==> src/rtl/ec11_quad_gen.sv <==
// EC11 quadrature generator: queued detent steps played out as s1/s2 waveforms.
// Ports: clk, rst (async, active low), step_valid/step_dir/step_ready push
//   side; s1/s2 quadrature outputs; busy, step_done pulse, pos (mod 8) status.
module ec11_quad_gen #(
   parameter int PHASE_CYC = 100000,
   parameter int GAP_CYC   = 100000,
   parameter int CNT_W     = 20,
   parameter int DEPTH     = 4
) (
   input  logic       clk,
   input  logic       rst,
   input  logic       step_valid,
   input  logic       step_dir,
   output logic       step_ready,
   output logic       s1,
   output logic       s2,
   output logic       busy,
   output logic       step_done,
   output logic [2:0] pos
);

   localparam int AW = $clog2(DEPTH);

   localparam logic [2:0] IDLE = 3'd0;
   localparam logic [2:0] PH1  = 3'd1;
   localparam logic [2:0] PH2  = 3'd2;
   localparam logic [2:0] PH3  = 3'd3;
   localparam logic [2:0] GAP  = 3'd4;

   localparam logic [CNT_W-1:0] PH_LD  = CNT_W'(PHASE_CYC - 1);
   localparam logic [CNT_W-1:0] GAP_LD = CNT_W'(GAP_CYC - 1);
   localparam logic [CNT_W-1:0] CNT_1  = CNT_W'(1);

   logic [DEPTH-1:0] fifo_q;
   logic [AW-1:0]    wr_ptr;
   logic [AW-1:0]    rd_ptr;
   logic [AW:0]      count;
   logic             full;
   logic             empty;
   logic             push;
   logic             pop;

   logic [2:0]       state;
   logic [CNT_W-1:0] cnt;
   logic             dir;
   logic             fin;
   logic [1:0]       lvl;
   logic             cnt_zero;

   assign full       = (count == (AW+1)'(DEPTH));
   assign empty      = (count == '0);
   assign push       = step_valid & ~full;
   assign pop        = (state == IDLE) & ~empty;
   assign step_ready = ~full;
   assign busy       = (state != IDLE) | ~empty;
   assign cnt_zero   = (cnt == '0);

   // Direction FIFO; a full FIFO refuses even when a pop happens this edge.
   always_ff @(posedge clk or negedge rst) begin
      if (!rst) begin
         fifo_q <= '0;
         wr_ptr <= '0;
         rd_ptr <= '0;
         count  <= '0;
      end else begin
         if (push) begin
            fifo_q[wr_ptr] <= step_dir;
            wr_ptr         <= wr_ptr + AW'(1);
         end
         if (pop) begin
            rd_ptr <= rd_ptr + AW'(1);
         end
         count <= count + (AW+1)'(push) - (AW+1)'(pop);
      end
   end

   always_ff @(posedge clk or negedge rst) begin
      if (!rst) begin
         state <= IDLE;
         cnt   <= '0;
         dir   <= 1'b0;
         fin   <= 1'b0;
      end else begin
         fin <= 1'b0;
         unique case (state)
            IDLE: begin
               if (!empty) begin
                  dir   <= fifo_q[rd_ptr];
                  cnt   <= PH_LD;
                  state <= PH1;
               end
            end
            PH1: begin
               if (cnt_zero) begin
                  cnt   <= PH_LD;
                  state <= PH2;
               end else begin
                  cnt <= cnt - CNT_1;
               end
            end
            PH2: begin
               if (cnt_zero) begin
                  cnt   <= PH_LD;
                  state <= PH3;
               end else begin
                  cnt <= cnt - CNT_1;
               end
            end
            PH3: begin
               if (cnt_zero) begin
                  cnt   <= GAP_LD;
                  state <= GAP;
                  fin   <= 1'b1;
               end else begin
                  cnt <= cnt - CNT_1;
               end
            end
            GAP: begin
               if (cnt_zero) begin
                  state <= IDLE;
               end else begin
                  cnt <= cnt - CNT_1;
               end
            end
            default: begin
               state <= IDLE;
            end
         endcase
      end
   end

   // Right: 10,00,01 (s2 rises with s1 low); left mirrors it.
   always_comb begin
      lvl = 2'b11;
      unique case (1'b1)
         (state == PH1): lvl = dir ? 2'b10 : 2'b01;
         (state == PH2): lvl = 2'b00;
         (state == PH3): lvl = dir ? 2'b01 : 2'b10;
         default:        lvl = 2'b11;
      endcase
   end

   // Outputs trail the FSM by one clock, so the step completion (fin)
   // lands on the same edge where s1/s2 return to 11.
   always_ff @(posedge clk or negedge rst) begin
      if (!rst) begin
         s1        <= 1'b1;
         s2        <= 1'b1;
         step_done <= 1'b0;
         pos       <= '0;
      end else begin
         s1        <= lvl[1];
         s2        <= lvl[0];
         step_done <= fin;
         if (fin) begin
            pos <= pos + (dir ? 3'd1 : 3'd7);
         end
      end
   end

endmodule

==> config.mk <==
export PLATFORM = sky130hd
export DESIGN_NAME = ec11_quad_gen
export DESIGN_NICKNAME = d
export VERILOG_FILES = /design/src/rtl/ec11_quad_gen.sv
export SDC_FILE = /design/constraint.sdc
export NUM_CORES = 1
export LEC_CHECK = 0
export BUFFER_PORTS_ARGS = -buffer_cell sky130_fd_sc_hd__buf_2
export CELL_PAD_IN_SITES_DETAIL_PLACEMENT = 1
export CELL_PAD_IN_SITES_GLOBAL_PLACEMENT = 1
export CORE_UTILIZATION = 51
export CTS_BUF_LIST = sky130_fd_sc_hd__clkbuf_8
export CTS_CLUSTER_SIZE = 24
export DETAILED_ROUTE_END_ITERATION = 8
export GPL_TIMING_DRIVEN = 0
export PLACE_DENSITY = 0.88
export SLEW_MARGIN = 15
export SYNTH_ARGS = -nofsm -noshare
export SYNTH_HDL_FRONTEND = slang
export SYNTH_SLANG_ARGS = --single-unit
export TNS_END_PERCENT = 5
==> constraint.sdc <==
create_clock -name clk -period 2.67 [get_ports clk]
set_input_delay 0.1335 -clock clk [delete_from_list [all_inputs] [get_ports clk]]
set_output_delay 0.1335 -clock clk [all_outputs]
set_load 0.05 [all_outputs]
; Yosys cells after proc, flatten, opt, wreduce, memory -nomap -nowiden
; Index checks and enable logic that the tools add are counted.
[word_totals]
wordCells = 68
inputBits = 4
mem_count = 0
ram_bits = 0
mem_bits_ro = 0
register_bits = 42
latchBits = 0
[classes]
bitwise_logic = 5
n_eq_ne = 11
reduce_logical = 10
n_mul = 0
div = 0
order_cmp = 3
n_addsub = 6
n_mux = 21
n_shift = 0
[op_table]
columns = op, count
row1 = 20-bit two-way mux, 3
row2 = 20-bit case mux with 3 select lines, 1
row3 = 20-bit logical NOT, 1
row4 = "20-bit by 1-bit subtractor with 20-bit output, second input constant", 1
row5 = 3-bit two-way mux, 6
row6 = 3-bit case mux with 5 select lines, 1
row7 = "2-bit != test, second input constant", 6
row8 = "3-bit by 2-bit equality test with 1-bit output, second input constant", 2
row9 = "3-bit equality test, second input constant", 2
row10 = 3-bit logical NOT, 2
row11 = "2-bit by 3-bit less-than comparator with 1-bit output, second input constant", 2
row12 = 2-bit case mux with 3 select lines, 1
row13 = 3-bit nonzero test, 2
row14 = 5-bit AND reduction, 1
row15 = "2-bit by 1-bit adder with 2-bit output, second input constant", 2
row16 = 4-bit bitwise mux, 1
row17 = 1-bit two-way mux, 4
row18 = 2-bit two-way mux, 2
row19 = 3-bit by 1-bit adder with 3-bit output, 1
row20 = 3-bit adder, 1
row21 = "3-bit by 1-bit equality test with 1-bit output, second input constant", 1
row22 = 3-bit AND reduction, 1
row23 = 3-bit OR reduction, 1
row24 = 3-bit by 1-bit subtractor with 3-bit output, 1
row25 = other kinds (8), 10

; Depth between registers and ports, before layout
; Gate-level depths: netlist of the first run.
[logic_depth]
ltp_word = 5
ltp_mapped = 12
ltp_nobuf = 11

; Worst setup path before layout of the first run
; No wires, ideal clock.
[synth_timing]
kind = reg-to-reg
from = reg count[1]
to = reg count[2]
period_less_slack_ns = 2.547
required_ns = 2.544
arrival_time_ns = 2.420
slack_ns = 0.123
stages_incl_launch_ff = 13
path_cell_list = dfrtp_1 -> nor2_1 -> nand2_1 -> and2_1 -> clkbuf_1 -> inv_1 -> ha_1 -> inv_1 -> ha_1 -> inv_1 -> fa_1 -> xnor2_1 -> xnor2_1
[synth_between]
elab_chain_len = 5
[synth_lines]
columns = item, line
row1 = start: declaration, 37  ; logic [AW:0] count;
row2 = start signal: assignment, 73  ; count <= count + (AW+1)'(push) - (AW+1)'(pop);
row3 = 3-bit equality test, 50  ; assign full = (count == (AW+1)'(DEPTH));
row4 = 1-bit NOT, --
row5 = named net step_ready, 14  ; output logic step_ready,
row6 = 1-bit bitwise AND, 52  ; assign push = step_valid & ~full;
row7 = 3-bit by 1-bit adder with 3-bit output, 73
row8 = 3-bit by 1-bit subtractor with 3-bit output, 73
; The timed path passes the listed nets, and every way through them passes these cells.
; A chain may end at the register's enable or synchronous reset.

; Worst setup path in the final report of the first run
[layout_timing]
from = reg cnt[0]
to = reg cnt[9]
[layout_between]
elab_chain_len = 3
[layout_lines]
columns = item, line
row1 = start: declaration, 44  ; logic [CNT_W-1:0] cnt;
row2 = start signal: assignment, 98  ; cnt <= cnt - CNT_1;
row3 = start signal: assignment, 106  ; cnt <= cnt - CNT_1;
row4 = start signal: assignment, 115  ; cnt <= cnt - CNT_1;
row5 = 20-bit by 1-bit subtractor with 20-bit output or 20-bit logical NOT (tied branches), --
row6 = 20-bit two-way mux (tied with other cells), 119  ; if (cnt_zero) begin
row7 = 20-bit case mux with 3 select lines or 3-bit AND reduction (tied branches), --
; Parallel ways exist; a longest one is shown, timed or not. The select of a mux whose other input is x is not followed.

==> results of run 1 <==
[worst max-delay path by stage]
| stage | startpoint | endpoint | slack [ps] |
|---|---|---|---|
| after CTS | count[1] | count[2] | 60 |
| after detailed placement | state[0] | count[2] | -270 |
| after global routing | cnt[0] | cnt[9] | -30 |
| after global placement | state[0] | count[2] | -50 |
| after floorplan | count[1] | count[2] | 120 |
| final | cnt[0] | cnt[9] | 100 |
[synthesized netlist by cell type (all sizes together), types with 2 or more instances]
master and n:
mux2 5, nor3b 2, clkbuf 5, o41ai 2, nor3 4, dfstp 2, o311ai 4, xor2 5
nor4 7, a31oi 3, ha 7, nand3 3, a211oi 2, fa 2, a21oi 11, dfrtp 40
and2 3, nand2 20, nor2 11, or3 8, nand2b 5, or4 7, or3b 2, o31ai 5
xnor2 10, o21ai 9, inv 10, or2 3
[flip-flops by register name, summed over array words and instances, names as in the netlist]
register and cells:
cnt 20, fifo_q 4, count 3, pos 3, state 3, rd_ptr 2
wr_ptr 2, dir 1, fin 1, s1 1, s2 1, step_done 1
[worst max-delay path, delay by kind of cell (launching register included)]
| kind | cells | cell delay, ps |
|---|---|---|
| DFF | 1 | 440 |
| and+or+nand+nor | 2 | 610 |
| xor gates and xnor gates | 1 | 180 |
| buffers and inverters | 1 | 80 |
| adders and majority gates | 1 | 190 |
| AOI/OAI and AO/OA | 2 | 950 |
[cell families (layout without fill, tap and decap cells)]
logic type	Yosys count	after routing
simple gates	77	77
compound gates	44	44
flops	42	42
buf+inv	16	35
xor+xnor	15	15
fa+ha+maj	9	9
mux	7	7
[timing repair]
| item | in CTS | in global routing |
|---|---|---|
| setup buffers | 1 | 0 |
| setup endpoints to repair | 2 | 8 |
| pin swaps | 1 | 1 |
| gates resized for setup | 3 | 6 |
| hold endpoints to repair | 9 | 0 |
| hold buffers | 1 | 0 |
[routing by layer]
metal / GRT usage [%] / up-vias
met5: 0 / -
met4: 8.390 / 0
met3: 4.678 / 9
met2: 43.47 / 20
met1: 27.99 / 845
li1: - / 791
[where the power goes]
part | switching [mW] | internal [mW]
combinational | 0.287 | 0.252
clock | 0.221 | 0.205
sequential | 0.196 | 0.806
total | 0.704 | 1.26
[metrics by stage]
stage               std cells  cell area (um^2)
floorplan                 210              2296
global placement          273              2416
detailed placement        273              2416
CTS                       283              2536
global route              281              2549
finish                    281              2549
[cells in the final DEF (no fill, tap or decap), types with 2 or more instances in the layout]
master	n
a211oi_1	2
a21oi_1	10
a31oi_1	2
and2_1	3
buf_2	12
clkbuf_8	6
dfrtp_1	40
dfstp_2	2
fa_1	2
ha_1	7
inv_1	11
mux2_2	5
nand2_1	20
nand2b_1	5
nand3_1	3
nor2_1	10
nor3_2	3
nor3b_1	2
nor4_1	3
nor4_2	3
o21ai_0	6
o21ai_1	3
o311ai_4	2
o31ai_1	3
o31ai_4	2
o41ai_1	2
or2_2	3
or3_1	8
or4_1	5
or4_4	2
xnor2_1	10
xor2_1	5
[layout make-up]
type	count	area, um^2
plain buffers	4	21.27
clock buffers	6	82.58
inverters	10	37.54
multi-input cells	152	1207
repair buffers	13	72.57
flip-flops and latches	42	1054
fillers	480	1805
clock inverters	2	8.758
well taps	52	65.06
==> qor.txt, run 1 <==
Detail Route met3 WL = 108 um
Post-Synth Simple-Gate Area = 20.33%
Remaining DRCs = 0
Total power per unit cell area = 771.7 nW/um^2
Number of global-route vias before repair = 1877
CTS Root Buffer Type = clkbuf_8
Number of setup violations in the final report = 0
Area delta synth->final = 11.01%
Share of final-layout standard cells stronger than drive strength 1 = 23.14%
Multiplexer share of the synthesized area = 3.869%
Y dimension of the die = 69.10 um
Xor and xnor area share after synthesis = 5.722%
Area fraction of the dominant cell type after synthesis = 43.60%
Number of buffers created by CTS = 5
Worst slack on hold paths = 113.2 ps
Final critical delay including setup and external delays = 2572 ps
Count of buffers inserted at the top-level ports = 11
Vias per Instance = 5.925
1st-iter DRT viols = 68
Total overflow reported by the global router = 0
Share of synthesized area occupied by flip-flops and latches = 45.89%
Delay of the slowest critical-path stage = 610 ps
Initial antenna violation count = 0
Core region area = 4354 um^2
Share of synthesized registers carrying an async set or reset = 100.0%
Number of synthesis warnings = 0
Arithmetic-cell share of the synthesized area counting full adders, half adders and majority gates = 5.559%
Distinct cells, synth = 52
Longest Clk Path Bufs = 2
Post-synthesis sequential element count = 42
Endpoint type of the worst setup path = flip-flop
Clock insertion delay at the later pin of the skew report = 300 ps
Result of the run = completed
First-pass GRT wire length = 9039 um
Clock Sink Count = 42
Clock tree from TritonCTS = yes
Count of vias placed by the detailed router = 1665
List of cells traversed by the critical path = inv_1 -> ha_1 -> or3b_2 -> o41a_4 -> o311ai_4 -> xor2_1 -> nand2_1
Count of final hold-check violations = 0
Reg2reg setup slack = 100 ps
Drt wl/cell = 18.40 um
Main area contributors after synthesis = dfrtp_1 (44%), ha_1 (3.8%), xnor2_1 (3.8%), nand2_1 (3.3%), mux2_2 (2.5%)
Max Fanout on Critical Path = 7
FF-to-FF path depth = 7
Worst min-delay path startpoint = step_dir
Uppermost layer routed = met4
Post-placement setup slack = -269.4 ps
Post-route total power = 1.967 mW
Initial core utilization = 52.73%
Row Count = 24
# diodes = 0
Slowest cell on crit path = o41a_4
Slew at the pin closest to its max-slew limit = 960.6 ps
Horizontal die dimension = 69.10 um
Capturing point of the worst reg2reg path = cnt[9]
M1 WL = 2155 um
Maximum clock skew at final layout = 9.176 ps
Summed instance area of the synthesized netlist = 2296 um^2
DP HPWL = 3640 um
Final-layout setup total negative slack = 0 ps
Max Slew Vio Count = 0
Synth area leader = dfrtp_1
Maximum ir drop on the vdd rail = 0.0005271 V
Endpoint of the worst hold-timing path = fifo_q[2]
Setup WS post-layout = 97.86 ps
Mean post-synth cell area = 10.93 um^2
Hold-critical path depth = 2
Data required time at the worst endpoint = 2840 ps
Number of cells produced by synthesis = 210
Pre-Repair DR Iteration Count = 4
Prevailing post-synth register cell = dfrtp_1
Compound-cell area share of the yosys netlist = 15.97%
Share of the clock period used by the worst path after layout = 96.33%
Main combinational cell family by area after synthesis = simple AND/OR/NAND/NOR gates
Boundary pin count = 12
Worst slew slack as a fraction of its limit = 35.42%
Classification of the worst-slack hold path = in -> reg
Type of the setup path with the least slack = reg -> reg
Total number of nets in the final design = 241
RSZ-0062 raised after global routing = true
Maximum number of pins on one net before global-route repair = 43
Htree depth = 2
Leakage power = 1.058 nW
Die ar. = 4774 um^2
CTS clock-pin slew for the worst setup and hold paths = 80 ps
Core utilization of the finished layout = 58.53%
Maximum Capacitance Violations = 0
Startpoint types = flip-flop
Worst endpoint data arrival time = 2740 ps
Post-synth EDFFs = 0
Drt total wl = 5171 um
Post-route antenna net violation count = 0
Total routing usage reported by global routing = 23.98%
R2R Path Start = cnt[0]
Met2 wire length = 2816 um
Highest attainable clock frequency = 0.3888 GHz
Number of nets produced by synthesis = 223
GPL Wtd Cong = 0.7308
(Power assumes the default switching activity.)
==> inputs of run 2 (changes only) <==
--- a/config.mk
+++ b/config.mk
@@ -5,13 +5,14 @@
 export SDC_FILE = /design/constraint.sdc
 export NUM_CORES = 1
 export LEC_CHECK = 0
-export BUFFER_PORTS_ARGS = -buffer_cell sky130_fd_sc_hd__buf_2
+export CAP_MARGIN = 20
 export CELL_PAD_IN_SITES_DETAIL_PLACEMENT = 1
 export CELL_PAD_IN_SITES_GLOBAL_PLACEMENT = 1
-export CORE_UTILIZATION = 51
+export CORE_UTILIZATION = 53
 export CTS_BUF_LIST = sky130_fd_sc_hd__clkbuf_8
 export CTS_CLUSTER_SIZE = 24
 export DETAILED_ROUTE_END_ITERATION = 8
+export DONT_BUFFER_PORTS = 1
 export GPL_TIMING_DRIVEN = 0
 export PLACE_DENSITY = 0.88
 export SLEW_MARGIN = 15
==> qor.txt, run 2 (synthesized netlist as in run 1, its figures left out) <==
Result of the run = completed (unchanged)
Endpoint type of the worst setup path = flip-flop (unchanged)
Share of the clock period used by the worst path after layout = 95.60% (was 96.33%)
Post-route antenna net violation count = 0 (unchanged)
Longest Clk Path Bufs = 2 (unchanged)
Maximum Capacitance Violations = 0 (unchanged)
Switching portion of total power = 36.28% (was 35.80%)
Cell area reported after detailed placement = 2359 um^2 (was 2416 um^2)
# diodes = 0 (unchanged)
1st-iter DRT viols = 80 (was 68)
Top flop regs = cnt x20, fifo_q x4 (unchanged)
Max Fanout on Critical Path = 7 (unchanged)
Drt wl/cell = 19.96 um (was 18.40 um)
Clock tree from TritonCTS = yes (unchanged)
Total power per unit cell area = 786.5 nW/um^2 (was 771.7 nW/um^2)
Maximum number of pins on one net before global-route repair = 43 (unchanged)
Initial core utilization = 56.18% (was 52.73%)
Area delta synth->final = 9.973% (was 11.01%)
Row Count = 23 (was 24)
Worst endpoint data arrival time = 2730 ps (was 2740 ps)
Initial antenna violation count = 0 (unchanged)
Worst slew slack as a fraction of its limit = 32.08% (was 35.42%)
Logic pwr share = 27.2% (was 27.4%)
Number of global-route vias before repair = 1735 (was 1877)
Drt total wl = 5389 um (was 5171 um)
Max Slew Vio Count = 0 (unchanged)
Clock network fraction of total power = 22.2% (was 21.7%)
Count of filler cells inserted in the layout = 423 (was 480)
Data required time at the worst endpoint = 2840 ps (about the same)
Clock insertion delay at the later pin of the skew report = 310 ps (was 300 ps)
Most common library cell in the layout ignoring fill and taps = dfrtp_1 (unchanged)
Count of buffers inserted at the top-level ports = 0 (was 11)
Share of final-layout standard cells stronger than drive strength 1 = 20.45% (was 23.14%)
Total routing usage reported by global routing = 26.74% (was 23.98%)
Horizontal die dimension = 67.82 um (was 69.10 um)
Total number of nets in the final design = 232 (was 241)
Clock Sink Count = 42 (unchanged)
Post-route cell area = 2525 um^2 (was 2549 um^2)
P_int = 1.265 mW (was 1.263 mW)
Core region area = 4086 um^2 (was 4354 um^2)
DP HPWL = 3938 um (was 3640 um)
Boundary pin count = 12 (unchanged)
Number of buffers created by CTS = 5 (unchanged)
Final critical delay including setup and external delays = 2553 ps (was 2572 ps)
First-pass GRT wire length = 8694 um (was 9039 um)
Post-CTS setup buffer count = 0 (was 1)
Area of the multi-input gates = 1211 um^2 (was 1207 um^2)
RSZ-0062 raised after global routing = true (unchanged)
Pre-Repair DR Iteration Count = 4 (unchanged)
Startpoint types = flip-flop (unchanged)
Remaining DRCs = 0 (unchanged)
Count of final hold-check violations = 0 (unchanged)
Worst slack on hold paths = 145.0 ps (was 113.2 ps)
Total overflow reported by the global router = 0 (unchanged)
Leakage power = 1.016 nW (was 1.058 nW)
Number of setup violations in the final report = 0 (unchanged)
Vias per Instance = 6.193 (was 5.925)
Count of vias placed by the detailed router = 1672 (was 1665)
Maximum ir drop on the vdd rail = 0.0005654 V (was 0.0005271 V)
Post-route total power = 1.986 mW (was 1.967 mW)
Highest attainable clock frequency = 0.3918 GHz (was 0.3888 GHz)
Maximum clock skew at final layout = 6.716 ps (was 9.176 ps)
Classification of the worst-slack hold path = in -> reg (unchanged)
Type of the setup path with the least slack = reg -> reg (unchanged)
Commonest cells after routing, fill and taps aside = dfrtp_1 (40), nand2_1 (19) (was dfrtp_1 (40), nand2_1 (20), buf_2 (12))
Y dimension of the die = 67.82 um (was 69.10 um)
CTS clock-pin slew for the worst setup and hold paths = 80 ps (about the same)
Reg2reg setup slack = 120 ps (was 100 ps)
Slew at the pin closest to its max-slew limit = 1010 ps (was 960.6 ps)
Sequential power share = 50.6% (was 50.9%)
Combined flip-flop and latch cell area = 1054 um^2 (unchanged)
CTS Root Buffer Type = clkbuf_8 (unchanged)
Flip-flop count of the largest register, all copies and words added = 20 (unchanged)
Net switching component of the power = 720.5 uW (was 704.2 uW)
Die ar. = 4599 um^2 (was 4774 um^2)
Final-layout setup total negative slack = 0 ps (unchanged)
Htree depth = 2 (unchanged)
GPL Wtd Cong = 0.8473 (was 0.7308)
Register with the highest flop count = cnt (unchanged)
## run 2: critical path: stages, from the launching register on
cell and delay (ps):
dfrtp_1 440, inv_1 80, ha_1 200, or3b_2 540
o41a_4 550, o311ai_4 330, xor2_1 210, nand2_1 70
## run 2: layer usage
metal	part of all wire (%)	wire [um]	global-route usage (%)
met2	53	2854	47.52
met1	43	2300	30.64
met4	2.0	110	11.98
met3	2.3	123	5.667
met5	0	0	0
## run 2: per-stage QoR
step                worst slack, ps  util [%]  instances
floorplan                     123.4         -        210
global placement             -67.79     57.72        260
detailed placement           -218.5     57.72        260
CTS                           11.97     61.15        270
global route                 -72.02     61.79        270
finish                        117.4     61.79        270
## run 2: final timing paths
check / start / end / cells past startpoint
min in group asynchronous: rst / cnt[15] / 2
worst min-delay path: step_valid / wr_ptr[0] / 2
max in group asynchronous: rst / s1 / 2
worst min register to register: fin / step_done / 0
worst max register to register: cnt[0] / cnt[9] / 7
worst max-delay path: cnt[0] / cnt[9] / 7
## run 2: power by group through the flow
stage,sequential (mW),clock (mW),combinational (mW)
finish,1.00,0.440,0.541
CTS,1.00,0.445,0.544
floorplan,0.958,0,0.419
detailed placement,1.01,0,0.518
global placement,0.987,0,0.463
global route,1.03,0.468,0.605
## run 2: final cells by class
type,count,share of cell area (%)
inverters,10,1.487
clock buffers,6,3.271
plain buffers,5,0.9911
well taps,50,2.478
repair buffers,3,1.586
clock inverters,2,0.4955
multi-input cells,152,47.97
flip-flops and latches,42,41.72
## run 2: what timing repair did
| item | CTS | global route |
|---|---|---|
| setup endpoints to repair | 2 | 12 |
| pin swaps | 0 | 3 |
| hold buffers | 3 | 0 |
| endpoints found under the hold margin | 46 | 0 |
| resized for setup | 3 | 9 |
==> inputs of run 3 (changes only) <==
--- a/config.mk
+++ b/config.mk
@@ -5,10 +5,11 @@
 export SDC_FILE = /design/constraint.sdc
 export NUM_CORES = 1
 export LEC_CHECK = 0
+export ABC_AREA = 1
 export CAP_MARGIN = 20
 export CELL_PAD_IN_SITES_DETAIL_PLACEMENT = 1
 export CELL_PAD_IN_SITES_GLOBAL_PLACEMENT = 1
-export CORE_UTILIZATION = 53
+export CORE_UTILIZATION = 49
 export CTS_BUF_LIST = sky130_fd_sc_hd__clkbuf_8
 export CTS_CLUSTER_SIZE = 24
 export DETAILED_ROUTE_END_ITERATION = 8
==> qor.txt, run 3 <==
First-pass GRT wire length = 10100 um (was 8694 um)
Maximum clock skew at final layout = 9.817 ps (was 6.716 ps)
Delay of the slowest critical-path stage = 460 ps (was 550 ps)
Cell area reported after detailed placement = 2534 um^2 (was 2359 um^2)
Max Fanout on Critical Path = 6 (was 7)
Initial antenna violation count = 0 (unchanged)
Worst endpoint data arrival time = 2750 ps (was 2730 ps)
Count of final hold-check violations = 0 (unchanged)
Post-synth EDFFs = 0 (unchanged)
Distinct cells, synth = 32 (was 52)
Hold-critical path depth = 2 (unchanged)
Most common library cell in the layout ignoring fill and taps = nand2_1 (was dfrtp_1)
Boundary pin count = 12 (unchanged)
Total power per unit cell area = 563.1 nW/um^2 (was 786.5 nW/um^2)
Arithmetic-cell share of the synthesized area counting full adders, half adders and majority gates = 5.209% (was 5.559%)
Count of buffers inserted at the top-level ports = 0 (unchanged)
Count of vias placed by the detailed router = 2083 (was 1672)
List of cells traversed by the critical path = nor3_1 -> nand3_4 -> nand2_1 -> nor2_2 -> ha_1 -> inv_1 -> ha_1 -> inv_1 -> fa_1 -> xnor2_1 (was inv_1 -> ha_1 -> or3b_2 -> o41a_4 -> o311ai_4 -> xor2_1 -> nand2_1)
Core utilization of the finished layout = 56.55% (was 61.79%)
Top-count cell post-synth = nand2_1 (was dfrtp_1)
Data required time at the worst endpoint = 2860 ps (was 2840 ps)
FF-to-FF path depth = 10 (was 7)
Total number of nets in the final design = 344 (was 232)
Main area contributors after synthesis = dfrtp_1 (41%), nand2_1 (14%), inv_1 (6.6%), nor2_1 (6.4%), nand3_1 (5.3%) (was dfrtp_1 (44%), ha_1 (3.8%), xnor2_1 (3.8%), nand2_1 (3.3%), mux2_2 (2.5%))
Final-layout setup total negative slack = 0 ps (unchanged)
Final critical delay including setup and external delays = 2557 ps (was 2553 ps)
Number of buffers created by CTS = 5 (unchanged)
Post-route antenna net violation count = 0 (unchanged)
Flip-flop count of the largest register, all copies and words added = 20 (unchanged)
Capturing point of the worst reg2reg path = count[2] (was cnt[9])
Post-synthesis sequential element count = 42 (unchanged)
CTS clock-pin slew for the worst setup and hold paths = 90 ps (was 80 ps)
Placed cell count = 389 (was 260)
Main combinational cell family by area after synthesis = simple AND/OR/NAND/NOR gates (unchanged)
Core region area = 4755 um^2 (was 4086 um^2)
Clock tree from TritonCTS = yes (unchanged)
Post-route cell area = 2689 um^2 (was 2525 um^2)
Startpoint types = flip-flop (unchanged)
Result of the run = completed (unchanged)
Post-route total power = 1.514 mW (was 1.986 mW)
Drt total wl = 6036 um (was 5389 um)
Htree depth = 2 (unchanged)
Synth area leader = dfrtp_1 (unchanged)
Remaining DRCs = 0 (unchanged)
Commonest cells after routing, fill and taps aside = nand2_1 (92), inv_1 (44), nor2_1 (41) (was dfrtp_1 (40), nand2_1 (19))
Highest attainable clock frequency = 0.3911 GHz (was 0.3918 GHz)
Setup WS post-layout = 113.0 ps (was 117.4 ps)
Post-CTS setup buffer count = 0 (unchanged)
Share of final-layout standard cells stronger than drive strength 1 = 10.54% (was 20.45%)
Max Slew Vio Count = 0 (unchanged)
Slowest cell on crit path = dfrtp_1 (was o41a_4)
Die ar. = 5287 um^2 (was 4599 um^2)
# diodes = 0 (unchanged)
Worst slack on hold paths = 54.26 ps (was 145.0 ps)
Worst slew slack as a fraction of its limit = 62.64% (was 32.08%)
Summed instance area of the synthesized netlist = 2450 um^2 (was 2296 um^2)
Post-placement setup slack = -193.8 ps (was -218.5 ps)
Share of the clock period used by the worst path after layout = 95.77% (was 95.60%)
Area delta synth->final = 9.755% (was 9.973%)
1st-iter DRT viols = 61 (was 80)
Register with the highest flop count = cnt (unchanged)
Number of standard cells in the layout, taps in and fillers out = 399 (was 270)
Classification of the worst-slack hold path = in -> reg (unchanged)
Number of global-route vias before repair = 2241 (was 1735)
Mean post-synth cell area = 7.608 um^2 (was 10.93 um^2)
Maximum number of pins on one net before global-route repair = 43 (unchanged)
Number of cells produced by synthesis = 322 (was 210)
Leakage power = 1.341 nW (was 1.016 nW)
Y dimension of the die = 72.71 um (was 67.82 um)
Maximum Capacitance Violations = 0 (unchanged)
Top flop regs = cnt x20, fifo_q x4 (unchanged)
Total buffers and inverters traversed by the critical path = 2 (was 1)
Row Count = 25 (was 23)
Post-Synth Simple-Gate Area = 33.61% (was 20.33%)
Prevailing post-synth register cell = dfrtp_1 (unchanged)
Synth top cells by count = nand2_1 (92), inv_1 (43), nor2_1 (42) (was dfrtp_1 (40), nand2_1 (20))
Drt wl/cell = 15.13 um (was 19.96 um)
Pre-Repair DR Iteration Count = 4 (unchanged)
CTS Root Buffer Type = clkbuf_8 (unchanged)
Endpoint type of the worst setup path = flip-flop (unchanged)
Compound-cell area share of the yosys netlist = 7.201% (was 15.97%)
Total overflow reported by the global router = 0 (unchanged)
Maximum ir drop on the vdd rail = 0.0004430 V (was 0.0005654 V)
Total routing usage reported by global routing = 25.62% (was 26.74%)
Initial core utilization = 51.53% (was 56.18%)
Clock Sink Count = 42 (unchanged)
Worst min-delay path startpoint = step_valid (unchanged)
Longest Clk Path Bufs = 2 (unchanged)
Xor and xnor area share after synthesis = 2.503% (was 5.722%)
Multiplexer share of the synthesized area = 0.4597% (was 3.869%)
Share of synthesized area occupied by flip-flops and latches = 43.00% (was 45.89%)
Horizontal die dimension = 72.71 um (was 67.82 um)
R2R Path Start = count[1] (was cnt[0])
Slew at the pin closest to its max-slew limit = 560.4 ps (was 1010 ps)
Share of synthesized registers carrying an async set or reset = 100.0% (unchanged)
Clock insertion delay at the later pin of the skew report = 300 ps (was 310 ps)
Area fraction of the dominant cell type after synthesis = 40.86% (was 43.60%)
DP HPWL = 4464 um (was 3938 um)
Number of synthesis warnings = 0 (unchanged)
Kind of cell adding the most delay to the critical path = simple AND/OR/NAND/NOR gates (was compound AO/OA/AOI/OAI gates)
Vias per Instance = 5.221 (was 6.193)
GPL Wtd Cong = 0.7590 (was 0.8473)
Type of the setup path with the least slack = reg -> reg (unchanged)
Number of nets produced by synthesis = 335 (was 223)
Number of setup violations in the final report = 0 (unchanged)
Reg2reg setup slack = 110 ps (was 120 ps)
Endpoint of the worst hold-timing path = wr_ptr[0] (unchanged)
==> run 3: changes by cell type after synthesis, sizes merged, moves of 7 or more <==
| cell | previous run | this run |
|---|---|---|
| xnor2 | 10 | 3 |
| nor2 | 11 | 50 |
| nand2 | 20 | 96 |
| nand3 | 3 | 27 |
| o21ai | 9 | 22 |
| nor4 | 7 | 0 |
| a21oi | 11 | 1 |
| or4 | 7 | 0 |
| inv | 10 | 44 |
| or3 | 8 | 0 |
==> run 3: what timing repair did <==
action,4_1_cts,5_1_grt
hold buffers,2,0
resized for setup,1,2
setup endpoints to repair,2,2
endpoints found under the hold margin,42,0
==> run 3: power by group <==
group	switching, mW	leakage [nW]	internal, mW	total, mW
registers	0.0615	0.501	0.706	0.767
clock network	0.228	0.0556	0.275	0.504
logic	0.150	0.785	0.0928	0.243
total	0.440	1.34	1.07	1.51
==> run 3: metal layers <==
| layer | global-route usage (%) | vias up | routed length, um |
|---|---|---|---|
| met2 | 48.08 | 28 | 3194 |
| li1 | - | 1029 | - |
| met5 | 0 | - | 0 |
| met4 | 8.715 | 0 | 108 |
| met1 | 29.12 | 1015 | 2580 |
| met3 | 4.558 | 11 | 154 |
==> run 3: worst max path at each step <==
stage | cells past startpoint | slack (ps) | endpoint | start
after global routing | 10 | -20 | count[2] | count[1]
after CTS | 10 | 60 | count[2] | state[2]
after detailed placement | 10 | -190 | count[2] | state[2]
after floorplan | 10 | 170 | count[2] | count[1]
final | 10 | 110 | count[2] | count[1]
after global placement | 10 | -130 | count[2] | state[2]
==> run 3: cell families (layout without fill, tap and decap cells) <==
kind of cell	count (synthesis)	count (layout)
simple gates	187	187
buf+inv	48	58
flops	42	42
compound gates	28	28
xor+xnor	7	7
fa+ha+maj	9	9
mux	1	1
==> run 3: layout make-up <==
class	instances	area, um^2
Fill cell	624	2066
Multi-Input combinational cell	232	1215
Sequential cell	42	1054
Inverter	45	168.9
Tap cell	67	83.83
Clock buffer	5	68.82
Clock inverter	3	41.29
Timing Repair Buffer	2	30.03
Buffer	3	27.53
==> run 3: worst register-to-register path, stage by stage (launching register included) <==
cell and delay (ps):
dfrtp_1 460, nor3_1 380, nand3_4 280, nand2_1 200, nor2_2 110, ha_1 290, inv_1 60, ha_1 130
inv_1 40, fa_1 380, xnor2_1 140
